==> src/rtl/frame_seq_pkg.sv <==
// Shared constants and types for the serial-output frame sequencer.
package frame_seq_pkg;

  localparam int unsigned DEF_NUM_SLOTS = 16;
  localparam int unsigned DEF_WORD_BITS = 12;

  typedef enum logic [1:0] {
    ST_IDLE  = 2'd0,
    ST_SEND  = 2'd1,
    ST_CLEAR = 2'd2
  } state_t;

  // Ceiling log2, never below 1 so single-value counters still get a bit.
  function automatic int unsigned clog2_min1(input int unsigned n);
    int unsigned w;
    w = 1;
    while ((32'd1 << w) < n) w++;
    return w;
  endfunction

endpackage

==> src/rtl/frame_seq_next_slot.sv <==
// Priority search: lowest enabled slot index strictly above the current slot.
module frame_seq_next_slot
  import frame_seq_pkg::*;
#(
  parameter  int unsigned NUM_SLOTS = DEF_NUM_SLOTS,
  localparam int unsigned SEL_W     = clog2_min1(NUM_SLOTS)
) (
  input  logic [NUM_SLOTS-1:0] mask,
  input  logic [SEL_W-1:0]     slot,
  output logic [SEL_W-1:0]     next_slot_c,
  output logic                 none_left_c
);

  always_comb begin
    next_slot_c = '0;
    none_left_c = 1'b1;
    for (int unsigned i = 0; i < NUM_SLOTS; i++) begin
      if (none_left_c && mask[i] && (i > 32'(slot))) begin
        next_slot_c = SEL_W'(i);
        none_left_c = 1'b0;
      end
    end
  end

endmodule

==> src/rtl/frame_sequencer.sv <==
// Transmit sequencer: walks the output mux through masked slots per ovf trigger,
// with a one-deep pending trigger and saturating overrun accounting.
module frame_sequencer
  import frame_seq_pkg::*;
#(
  parameter  int unsigned NUM_SLOTS = DEF_NUM_SLOTS,
  parameter  int unsigned WORD_BITS = DEF_WORD_BITS,
  parameter  int unsigned CNT_W     = 8,
  localparam int unsigned SEL_W     = clog2_min1(NUM_SLOTS)
) (
  input  logic                 clk,
  input  logic                 reset,
  input  logic                 ovf,
  input  logic [NUM_SLOTS-1:0] slot_en,
  output logic [SEL_W-1:0]     sel,
  output logic                 sl,
  output logic                 clr,
  output logic                 busy,
  output logic                 missed,
  output logic [CNT_W-1:0]     missed_cnt
);

  localparam int unsigned      BIT_W    = clog2_min1(WORD_BITS);
  localparam logic [BIT_W-1:0] LAST_BIT = BIT_W'(WORD_BITS - 1);

  state_t                state;
  logic [BIT_W-1:0]      bit_cnt;
  logic [NUM_SLOTS-1:0]  mask;
  logic                  pending;
  logic [SEL_W-1:0]      next_slot_c;
  logic                  none_left_c;
  logic                  drop_c;
  logic                  start_c;

  frame_seq_next_slot #(.NUM_SLOTS(NUM_SLOTS)) u_next_slot (
    .mask        (mask),
    .slot        (sel),
    .next_slot_c (next_slot_c),
    .none_left_c (none_left_c)
  );

  // A trigger is lost only when one is already queued; pending is never set in IDLE.
  assign drop_c  = ovf & pending;
  assign start_c = ((state == ST_IDLE) && ovf) ||
                   ((state == ST_CLEAR) && (pending || ovf));

  always_ff @(posedge clk or posedge reset) begin
    if (reset) begin
      state      <= ST_IDLE;
      sel        <= '0;
      bit_cnt    <= '0;
      mask       <= '0;
      pending    <= 1'b0;
      sl         <= 1'b0;
      clr        <= 1'b0;
      busy       <= 1'b0;
      missed     <= 1'b0;
      missed_cnt <= '0;
    end else begin
      sl     <= 1'b0;
      clr    <= 1'b0;
      missed <= drop_c;
      if (drop_c && (missed_cnt != '1)) missed_cnt <= missed_cnt + CNT_W'(1);

      if (start_c) begin
        state   <= ST_SEND;
        mask    <= slot_en | NUM_SLOTS'(1);
        sel     <= '0;
        bit_cnt <= '0;
        sl      <= 1'b1;
        busy    <= 1'b1;
        pending <= 1'b0;
      end else begin
        case (state)
          ST_SEND: begin
            if (ovf) pending <= 1'b1;
            if (bit_cnt == LAST_BIT) begin
              bit_cnt <= '0;
              if (none_left_c) begin
                state <= ST_CLEAR;
                clr   <= 1'b1;
              end else begin
                sel <= next_slot_c;
                sl  <= 1'b1;
              end
            end else begin
              bit_cnt <= bit_cnt + BIT_W'(1);
            end
          end
          ST_CLEAR: begin
            state <= ST_IDLE;
            sel   <= '0;
            busy  <= 1'b0;
          end
          ST_IDLE: ;
          default: begin
            state <= ST_IDLE;
            sel   <= '0;
            busy  <= 1'b0;
          end
        endcase
      end
    end
  end

endmodule
==> config.mk <==
export PLATFORM = sky130hd
export DESIGN_NAME = frame_sequencer
export DESIGN_NICKNAME = d
export VERILOG_FILES = /design/src/rtl/frame_seq_pkg.sv /design/src/rtl/frame_seq_next_slot.sv /design/src/rtl/frame_sequencer.sv
export SDC_FILE = /design/constraint.sdc
export NUM_CORES = 1
export LEC_CHECK = 0
export ABC_AREA = 1
export CAP_MARGIN = 25
export CORE_MARGIN = 2
export CORE_UTILIZATION = 54
export DETAILED_ROUTE_END_ITERATION = 8
export GPL_TIMING_DRIVEN = 0
export PLACE_DENSITY = 0.78
export SYNTH_ARGS = -nofsm -noshare
export SYNTH_HDL_FRONTEND = slang
export SYNTH_HIERARCHICAL = 1
export SYNTH_SLANG_ARGS = --single-unit
==> constraint.sdc <==
create_clock -name clk -period 2.15 [get_ports clk]
set_input_delay 0.3225 -clock clk [delete_from_list [all_inputs] [get_ports clk]]
set_output_delay 0.3225 -clock clk [all_outputs]
set_load 0.01 [all_outputs]
==> results.toml <==
[worst_setup_path]
cp.required_ns = 2.36
worstReg2RegStart = "sel[3]"
arrival_ns = 2.35
slowest_stage = "dfrtp_2"
r2r_slack_ns = 0.008
rr_worst_depth = 13
path_buf_inv = 3
r2r-end = "sel[1]"
cp_top_family = "simple AND/OR/NAND/NOR gates"
cp-end-kind = "flip-flop"
start_kind = "flip-flop"
worstSetupPathType = "flip-flop to flip-flop"
path_cells = "clkinvlp_4 > buf_6 > o211ai_4 > nand4_4 > nor2_4 > nand4_4 > nor2_4 > nand4_1 > inv_2 > nand3_2 > nand3_4 > nand2_1 > o21ai_1"
cp_max_fo = 8
slowest_delay_ns = 0.47

[floorplanning]
fp.dieArea_sq_um = 4590
die_h_microns = 67.8
rows = 23
core_sq_um = 3970
io_pins = 35
die_x_microns = 67.8
initial_utilization_pct = 55.3

[final_layout]
multi_input_area_sq_um = 1080
synthToLayoutAreaGrowth_pct = 31.4
fin_nets = 366
diodes = 0
seq_area_sq_um = 956
n_fill_cell = 314
finalNonFillerCells = 396
drive_gt1_share_pct = 19.7

[run]
max_cap_violations = 0

[clock_network]
cts_buffer_depth = 2
cts_sinks = 38
cts_tree = "built"
insertion_delay_ns = 0.29
h-tree-depth = 2
cts.reportedPaths.clkPinSlew_ns = 0.08
cts_root_buf = "clkbuf_8"
numCtsBuffers = 5

[place]
hpwlAfterDp_microns = 3250
io_buffer_count = 33
dp.cells = 372
place_congestion = 0.911
pre_cts_ws_ns = -0.0842

[sta]
post-route-period-util_pct = 99.6
layout_setup_ws_ns = 0.00845
totalNegativeSetupSlack_ns = 0
relSlewSlack_pct = 47.4
rsz0062_at_grt = "yes"
tightest_slew_ns = 0.787
fin_skew_ns = 0.00225
clock.fmax_mhz = 467
period_minus_slack_ns = 2.14
slew_viol_final = 0
finalSetupViolCount = 0
hold_viol = 0

[detailed_routing]
first_pass_iters = 4
ant_nets = 0
wire_per_inst_microns = 11.9
drt_iter0_markers = 162
num_vias = 2010
totalWireLength_microns = 4700
drc = 0
vias_per_cell = 5.08

[synth]
syn_nets = 310
syn_inst = 289
syn_avg_cell_area_sq_um = 7.60
yosys_warnings = 6
synth_area_sq_um = 2200

[pwr]
seq_power_share_pct = 32.2
p_sw_share_pct = 41.0
cellInternalPower_mw = 2.21
pwr-share-clk_pct = 15.9
p_per_area_nw_per_um2 = 1300
ir_worst_vdd_mv = 0.671
switchingPower_mw = 1.54
power_leakage_nw = 1.44
comb_power_share_pct = 51.8

[global_route]
grt_pass1_vias = 1874
grt_overflow_total = 0
grt_antenna_before_repair = 0
grt_pass1_wl_microns = 7800
groute.usage.overall_pct = 22.4
grt_max_degree = 39

[hold_path]
hold_class = "input port to async pin"

[status]
status = "finished, final reports clean"
==> state kept, by name, summed over array words and instances, names as in the netlist <==
register	flops
clr	1
missed	1
busy	1
mask	15
sl	1
state	2
pending	1
sel	4
missed_cnt	8
bit_cnt	4
==> placed cells by master (no fill, tap or decap), drive strengths merged <==
| cell type | instances |
|---|---|
| nand3 | 20 |
| buf | 19 |
| a211o | 1 |
| o31ai | 1 |
| a41oi | 1 |
| o21ai | 27 |
| o211ai | 3 |
| xor2 | 3 |
| xnor2 | 1 |
| nor2 | 33 |
| a211oi | 1 |
| ha | 2 |
| nor3 | 2 |
| clkinvlp | 1 |
| clkdlybuf4s50 | 33 |
| bufinv | 1 |
| dfrtp | 38 |
| nor3b | 2 |
| or2 | 1 |
| a21oi | 3 |
| nand2 | 88 |
| inv | 51 |
| clkbuf | 6 |
| nand4 | 5 |
| clkinv | 2 |
| a41o | 1 |
==> power groups by stage <==
| stage | Clock (mW) | Sequential (mW) | Combinational (mW) |
|---|---|---|---|
| 2_1_floorplan | 0 | 1.19 | 1.15 |
| 3_3_place_gp | 0 | 1.19 | 1.58 |
| 3_5_place_dp | 0 | 1.20 | 1.62 |
| 4_1_cts | 0.610 | 1.18 | 1.70 |
| 5_1_grt | 0.644 | 1.24 | 2.17 |
| 6_report | 0.598 | 1.21 | 1.94 |
==> layout make-up <==
cell class	instances	area share [%]
buffer	4	1.08
clock buffer	5	2.38
clock inverter	3	1.39
inverter	52	6.89
multi-input combinational	195	37.3
sequential	38	33.1
tap	50	2.17
timing repair buffer	49	15.7
==> metrics by stage <==
| stage | hold slack (ns) | utilization (%) | power [mW] | cell area (sq um) |
|---|---|---|---|---|
| after floorplan | 0.447 | - | 2.34 | 2200 |
| after global placement | 0.471 | 65.2 | 2.77 | 2590 |
| after detailed placement | 0.470 | 65.2 | 2.82 | 2590 |
| after CTS | 0.496 | 69.1 | 3.49 | 2740 |
| after global routing | 0.505 | 72.7 | 4.06 | 2890 |
| final | 0.491 | 72.7 | 3.75 | 2890 |
==> worst max path at each step <==
stage	startpoint	endpoint	cells after the start
2_1_floorplan	sel[1]	sel[0]	13
3_3_place_gp	sel[1]	sel[3]	13
4_1_cts	sel[3]	sel[1]	14
3_5_place_dp	sel[1]	sel[1]	13
6_report	sel[3]	sel[1]	13
5_1_grt	sel[3]	sel[1]	14
==> per-layer routing <==
layer | global-route usage [%] | routed length, microns | up-vias
met4 | 7.00 | 68 | 0
met2 | 38.1 | 2290 | 48
met3 | 4.67 | 247 | 9
met5 | 0 | 0 | -
met1 | 28.6 | 2100 | 934
li1 | - | - | 1019
==> what timing repair did <==
item,4_1_cts,5_1_grt
setup endpoints to repair,4,4
setup buffers,5,11
gates resized for setup,5,20
hold endpoints to repair,0,0
pin swaps,0,7
hold buffers,0,0
Power figures use the tool's default switching activity.
